### src/rtl/rd_32b_from_bram.sv
// Burst reader: fetches i_rd_len words from BRAM via trig/ack and streams them masked on valid/ready.
// Optional request timeout enabled by defining RD_BRAM_TIMEOUT_EN.
module rd_32b_from_bram #(
    parameter int ADDR_W      = 13,
    parameter int DATA_W      = 32,
    parameter int LEN_W       = 8,
    parameter int TIMEOUT_CYC = 255
) (
    input  logic              i_clk,
    input  logic              i_rst,
    input  logic              i_trig,
    input  logic [ADDR_W-1:0] i_rd_bram_addr,
    input  logic [LEN_W-1:0]  i_rd_len,
    input  logic [DATA_W-1:0] i_data_mask,
    output logic              o_busy,
    output logic              o_done,
    output logic              o_err,
    output logic [ADDR_W-1:0] o_rd_bram_addr,
    output logic              o_rd_bram_trig,
    input  logic              i_rd_bram_ack,
    input  logic [DATA_W-1:0] i_rd_bram_data,
    output logic [DATA_W-1:0] o_data,
    output logic              o_data_valid,
    input  logic              i_data_ready
);

    localparam logic [1:0] S_IDLE = 2'd0;
    localparam logic [1:0] S_REQ  = 2'd1;
    localparam logic [1:0] S_OUT  = 2'd2;
    localparam logic [1:0] S_DONE = 2'd3;

    logic [1:0]        state_q, state_d;
    logic [ADDR_W-1:0] addr_q, addr_d;
    logic [LEN_W-1:0]  rem_q, rem_d;
    logic [DATA_W-1:0] mask_q, mask_d;
    logic [DATA_W-1:0] data_q, data_d;
    logic              trig_q, trig_d;
    logic              valid_q, valid_d;
    logic              busy_q, busy_d;
    logic              done_q, done_d;

`ifdef RD_BRAM_TIMEOUT_EN
    localparam int TO_W = (TIMEOUT_CYC < 2) ? 1 : $clog2(TIMEOUT_CYC + 1);
    logic [TO_W-1:0] to_cnt_q, to_cnt_d;
    logic            err_q, err_d;
`endif

    always_comb begin
        state_d = state_q;
        addr_d  = addr_q;
        rem_d   = rem_q;
        mask_d  = mask_q;
        data_d  = data_q;
        trig_d  = trig_q;
        valid_d = valid_q;
        busy_d  = busy_q;
        done_d  = 1'b0;
`ifdef RD_BRAM_TIMEOUT_EN
        to_cnt_d = to_cnt_q;
        err_d    = 1'b0;
`endif
        case (state_q)
            S_IDLE: begin
                if (i_trig) begin
                    addr_d = i_rd_bram_addr;
                    rem_d  = i_rd_len;
                    mask_d = i_data_mask;
                    busy_d = 1'b1;
                    if (i_rd_len == '0) begin
                        state_d = S_DONE;
                        done_d  = 1'b1;
                    end else begin
                        state_d = S_REQ;
                        trig_d  = 1'b1;
`ifdef RD_BRAM_TIMEOUT_EN
                        to_cnt_d = '0;
`endif
                    end
                end
            end
            S_REQ: begin
                // An ack always wins over an expiring timeout in the same cycle.
                if (i_rd_bram_ack) begin
                    data_d  = i_rd_bram_data & mask_q;
                    valid_d = 1'b1;
                    trig_d  = 1'b0;
                    state_d = S_OUT;
                end
`ifdef RD_BRAM_TIMEOUT_EN
                else if (to_cnt_q == TO_W'(TIMEOUT_CYC - 1)) begin
                    trig_d  = 1'b0;
                    state_d = S_DONE;
                    done_d  = 1'b1;
                    err_d   = 1'b1;
                end else begin
                    to_cnt_d = to_cnt_q + 1'b1;
                end
`endif
            end
            S_OUT: begin
                if (i_data_ready) begin
                    valid_d = 1'b0;
                    rem_d   = rem_q - 1'b1;
                    if (rem_q == LEN_W'(1)) begin
                        state_d = S_DONE;
                        done_d  = 1'b1;
                    end else begin
                        addr_d  = addr_q + 1'b1;
                        trig_d  = 1'b1;
                        state_d = S_REQ;
`ifdef RD_BRAM_TIMEOUT_EN
                        to_cnt_d = '0;
`endif
                    end
                end
            end
            default: begin
                busy_d  = 1'b0;
                state_d = S_IDLE;
            end
        endcase
    end

    always_ff @(posedge i_clk or posedge i_rst) begin
        if (i_rst) begin
            state_q <= S_IDLE;
            addr_q  <= '0;
            rem_q   <= '0;
            mask_q  <= '0;
            data_q  <= '0;
            trig_q  <= 1'b0;
            valid_q <= 1'b0;
            busy_q  <= 1'b0;
            done_q  <= 1'b0;
        end else begin
            state_q <= state_d;
            addr_q  <= addr_d;
            rem_q   <= rem_d;
            mask_q  <= mask_d;
            data_q  <= data_d;
            trig_q  <= trig_d;
            valid_q <= valid_d;
            busy_q  <= busy_d;
            done_q  <= done_d;
        end
    end

`ifdef RD_BRAM_TIMEOUT_EN
    always_ff @(posedge i_clk or posedge i_rst) begin
        if (i_rst) begin
            to_cnt_q <= '0;
            err_q    <= 1'b0;
        end else begin
            to_cnt_q <= to_cnt_d;
            err_q    <= err_d;
        end
    end

    assign o_err = err_q;
`else
    assign o_err = 1'b0;
`endif

    assign o_busy         = busy_q;
    assign o_done         = done_q;
    assign o_rd_bram_addr = addr_q;
    assign o_rd_bram_trig = trig_q;
    assign o_data         = data_q;
    assign o_data_valid   = valid_q;

endmodule

### config.mk
export PLATFORM = sky130hd
export DESIGN_NAME = rd_32b_from_bram
export DESIGN_NICKNAME = d
export VERILOG_FILES = /design/src/rtl/rd_32b_from_bram.sv
export SDC_FILE = /design/constraint.sdc
export NUM_CORES = 1
export LEC_CHECK = 0
export ABC_AREA = 1
export CAP_MARGIN = 20
export CORE_UTILIZATION = 40
export DETAILED_ROUTE_END_ITERATION = 12
export PLACE_DENSITY = 0.71
export SLEW_MARGIN = 20
export SYNTH_ARGS = -nofsm -noshare
export SYNTH_HDL_FRONTEND = slang
export SYNTH_SLANG_ARGS = --single-unit
### constraint.sdc
create_clock -name i_clk -period 7.25 [get_ports i_clk]
set_clock_uncertainty 0.15 [all_clocks]
set_input_delay 1.45 -clock i_clk [delete_from_list [all_inputs] [get_ports i_clk]]
set_output_delay 1.45 -clock i_clk [all_outputs]
set_load 0.02 [all_outputs]
; ---- Yosys cells after proc, flatten, opt, wreduce, memory -nomap -nowiden
; Cells that the tools add are included.
[classes]
addsub = 2
n_mul = 0
n_div = 0
magnitude_cmp = 0
n_eq_ne = 8
shift = 0
mux = 29
bitwise_logic = 2
n_reduce_logical = 14
[op_table]
columns = op, n
row1 = 2-to-1 mux 13 bit, 3
row2 = bitwise AND 32 bit, 1
row3 = case mux 13 bit (2 select lines), 1
row4 = 2-to-1 mux 8 bit, 2
row5 = case mux 8 bit (2 select lines), 1
row6 = adder 13 x 1 -> 13 bit (second input constant), 1
row7 = 2-to-1 mux 1 bit, 12
row8 = 2-to-1 mux 2 bit, 5
row9 = != test 2 bit (second input constant), 5
row10 = AND reduction 3 bit, 3
row11 = == test 8 x 1 -> 1 bit (second input constant), 1
row12 = logical NOT 8 bit, 1
row13 = subtractor 8 x 1 -> 8 bit (second input constant), 1
row14 = case mux 1 bit (2 select lines), 3
row15 = case mux 2 bit (3 select lines), 1
row16 = AND reduction 2 bit, 3
row17 = AND reduction 6 bit, 1
row18 = AND reduction 4 bit, 1
row19 = nonzero test 2 bit, 2
row20 = case mux 1 bit (3 select lines), 1
row21 = nonzero test 3 bit, 1
row22 = == test 2 x 1 -> 1 bit (second input constant), 1
row23 = == test 2 bit (second input constant), 1
row24 = logical NOT 2 bit, 1
row25 = 2 further kinds, 2
[word_totals]
reg_bits = 91
latchBits = 0
ram_bits = 0
romBits = 0
inputBits = 90
out_inout_bits = 50
n_memories = 0

; ---- Depth between registers and ports, before layout
[logic_depth]
depth_word = 4
mapped_depth = 12

; ---- Worst setup path before layout
; OpenSTA, ideal clock, no wires.
[synth_timing]
kind = input -> register
start = input i_trig
end = register addr_q[4] (netlist: o_rd_bram_addr[4])
setup_ns = 0.119
arrival_ns = 2.082
slack_ns = 4.899
path_stages = 9
n_path_buf = 1
cell_sequence = inv_1 nand2_1 nand3_4 inv_2 nand2_2 buf_6 inv_4 nand2_1 o21ai_2
[synth_between]
elab_chain_len = 2
[synth_rtl]
columns = item, line_no
row1 = "start, declared", 11  ; input logic i_trig,
row2 = != test 2 bit (no line), --
row3 = AND reduction 4 bit (no line), --
row4 = "end signal, assigned", 137  ; addr_q <= addr_d;
row5 = "end, declared", 33  ; logic [ADDR_W-1:0] addr_q, addr_d;
; No other way between the ends.
; A chain may end at the register's enable or synchronous reset.

; ---- Worst setup path after layout
[layout_timing]
start = input i_trig
end = register done_q (netlist: o_done)
[layout_between]
elab_chain_len = 2
[layout_rtl]
columns = item, line_no
row1 = 2-to-1 mux 1 bit, 64  ; if (i_trig) begin
row2 = case mux 1 bit (2 select lines), 62  ; case (state_q)
row3 = named net done_d, 40  ; logic done_q, done_d;
row4 = "end signal, assigned", 144  ; done_q <= done_d;
row5 = "end, declared", 40
; The timed path passes the listed nets, and every way through them passes these cells.

==> summary.md <==
| Metric | Value |
|---|---|
| Avg Cell Area, Syn | `7.77 um2` |
| Post-Syn Area | `0.00431 mm2` |
| Largest net degree at the start of global routing | `66` |
| Setup Crit Path Kind | `input pin to flop` |
| Max cap viols | `0` |
| Multiplexer share of the synthesized area | `0%` |
| CTS buffer count | `9` |
| Count leader, synth | `nand2_1` |
| Fillers | `961` |
| Die Ht | `106 um` |
| Final worst slack | `4.11 ns` |
| Postcts setup bufs | `0` |
| Area growth, synth to finish | `38.8%` |
| Hold crit path type | `flop to flop` |
| Asr flop ratio synth | `100%` |
| Clock transition at the registers of the reported paths | `0.08 ns` |
| Starting Density | `41.6%` |
| Synth area leaders | `dfrtp_1 53%, nand2_1 23%, o21ai_0 5.3%` |
| Count of cell types in the netlist | `30` |
| Period utilization | `43.3%` |
| Top cell type's share of synthesized area | `52.8%` |
| Vias per cell | `4.74` |
| Worst slack at placement | `3.71 ns` |
| Routability-driven placement congestion ratio | `0.819` |
| Arrival @ worst endpoint | `3.25 ns` |
| Ys Warns | `0` |
| Synth Instances | `555` |
| Worst setup EP type | `flop` |
| Most instantiated cells after synthesis | `267 x nand2_1, 91 x dfrtp_1, 46 x o21ai_0` |
| Min Tclk post-route | `3.14 ns` |
| Synthesized-area fraction occupied by ao, oa, aoi and oai cells | `7.46%` |
| Final Power | `2410 uW` |
| Max-slew headroom | `29.7%` |
| Yosys reg bits | `91` |
| Root buf cell | `clkbuf_8` |
| Slew @ Worst Pin | `1.05 ns` |
| Pins over their slew limit | `0` |
| Initial DRC Count | `151` |
| Die Area | `0.0112 mm2` |
| First-pass GRT wire length | `17600 um` |
| Die Span X | `106 um` |
| Global route overflow | `0` |
| Initial antenna violation count | `0` |
| Power per Cell Area | `403 mW/mm2` |
| Endpoints failing hold | `0` |
| WL final | `10500 um` |
| Peak VDD IR | `0.000202 V` |
| Top Ports | `140` |
| Crit start category | `input pin` |
| RSZ-0062 raised after global routing | `false` |
| Status | `completed` |
| Synth Area in Adders | `2.03%` |
| Leakage power | `0.00283 uW` |
| Vias in the first global route | `3874` |
| Largest family of logic cells by synthesized area | `simple AND/OR/NAND/NOR gates` |
| Post-synth EDFFs | `0` |
| Register area | `0.00228 mm2` |
| DR top layer | `met4` |
| Total Nets Final | `782` |
| Drt first pass iters | `4` |
| CTS resizes | `0` |
| Multi-input logic area | `0.00181 mm2` |
| Sequential fraction of the synthesis area | `52.8%` |
| Crit path required time | `7.36 ns` |
| Clock Latency Late Sink | `0.34 ns` |
| Worst-path maximum fanout | `33` |
| Setup-failing EPs final | `0` |
| Antenna-violating nets left | `0` |
| Antenna cell count | `0` |
| Std-Cell Core Area | `0.0104 mm2` |
| Via count | `3914` |
| H-tree levels | `3` |
| Post-synth top area cell | `dfrtp_1` |
| Drt wl/cell | `12.7 um` |
| Detailed-route DRC error count | `0` |
| Dpl hpwl | `7530 um` |
| Share of cells above drive strength 1 | `4.64%` |
| Fraction of the mapped netlist area in simple logic gates | `31.9%` |
| Row cnt | `37` |
| Met2 WL | `4750 um` |
| Clock sink count | `91` |
| Reg-to-reg slack, setup | `4.83 ns` |
| Post-synth top flop | `dfrtp_1` |
| CTS tree | `done` |
| Post-synth net total | `652` |
| Port buffer count | `138` |
| CTS Hold Bufs | `0` |
| Wl on met1 | `4820 um` |
| Met3 WL post-DR | `854 um` |
| GRT Total Usage | `19.8%` |
| Setup TNS | `0 ns` |
| CTS max path bufs | `2` |
| Peak Freq | `318 MHz` |
| Synthesized-area fraction occupied by xor and xnor cells | `0.406%` |
## power breakdown
part / leakage (uW) / switching, uW / internal, uW / total [uW]
clock network: 0.0000998 / 173 / 179 / 352
logic: 0.00158 / 660 / 481 / 1140
registers: 0.00115 / 174 / 745 / 919
## critical path: stages
cell	delay, ns
clkdlybuf4s50_1	0.47
nand2_1	0.05
buf_4	0.24
inv_1	0.81
nand2_1	0.10
o21ai_0	0.11
## logic make-up after synthesis
logic type,count (synthesis)
flops,91
other cells,1
fa+ha+maj,7
simple gates,342
xor+xnor,2
buf+inv,52
compound gates,60
## layout make-up
class	instances	share of cell area [%]
Multi-Input combinational cell	412	30.3
Clock inverter	3	0.773
Tap cell	136	2.84
Timing Repair Buffer	141	23.4
Inverter	30	1.99
Sequential cell	91	38.0
Clock buffer	13	2.65
## worst paths after layout
kind	start	depth (start not counted)	endpoint
max in group asynchronous	i_rst	3	o_data[17]$_DFFE_PP0P_
worst max-delay path	i_trig	6	o_done$_DFF_PP0_
worst max register to register	state_q[0]$_DFFE_PP0P_	11	o_rd_bram_addr[2]$_DFFE_PP0P_
worst min register to register	mask_q[28]$_DFFE_PP0P_	2	mask_q[28]$_DFFE_PP0P_
min in group asynchronous	i_rst	2	o_rd_bram_addr[9]$_DFFE_PP0P_
worst min-delay path	mask_q[28]$_DFFE_PP0P_	2	mask_q[28]$_DFFE_PP0P_
## layout by cell type, fill, tap and decap left out
cell               n
o211ai_1           2
inv_4              2
clkinv_2           1
o21ai_0           46
nand3_1           21
clkinvlp_4         1
bufinv_16          1
nand2_4            2
or2_2              1
clkinv_4           1
nand2_1          266
clkdlybuf4s50_1  138
o22ai_1            1
clkbuf_8          11
a21oi_1            6
nor2_1            39
conb_1             1
o22a_1             1
xor2_1             1
nand2_2            3
dfrtp_1           91
nand4_1            3
buf_4              3
a22o_1             1
nand3b_1           5
nand3_2            1
xnor2_1            1
ha_1               7
o21ai_2            2
inv_2              2
o21ai_1            1
clkbuf_1           2
inv_1             25
nand3_4            1
## stage by stage
step / area [um2] / hold slack (ns) / utilization (%) / cells
final: 5990 / 0.334 / 57.7 / 826
after global routing: 5990 / 0.359 / 57.7 / 826
after CTS: 5980 / 0.338 / 57.7 / 826
after detailed placement: 5780 / 0.316 / 55.7 / 810
after global placement: 5780 / 0.312 / 55.7 / 810
after floorplan: 4310 / 0.299 / - / 555
## flip-flops by register name (all words and copies together) (netlist names)
| signal | count |
|---|---|
| o_rd_bram_trig | 1 |
| o_done | 1 |
| mask_q | 32 |
| o_busy | 1 |
| o_data_valid | 1 |
| o_data | 32 |
| rem_q | 8 |
| state_q | 2 |
| o_rd_bram_addr | 13 |
## metal layers
metal,track usage [%],up-vias
li1,-,1990
met1,25.1,1795
met2,32.0,122
met3,5.88,7
met4,7.04,0
met5,0,-
Power figures use the tool's default switching activity.
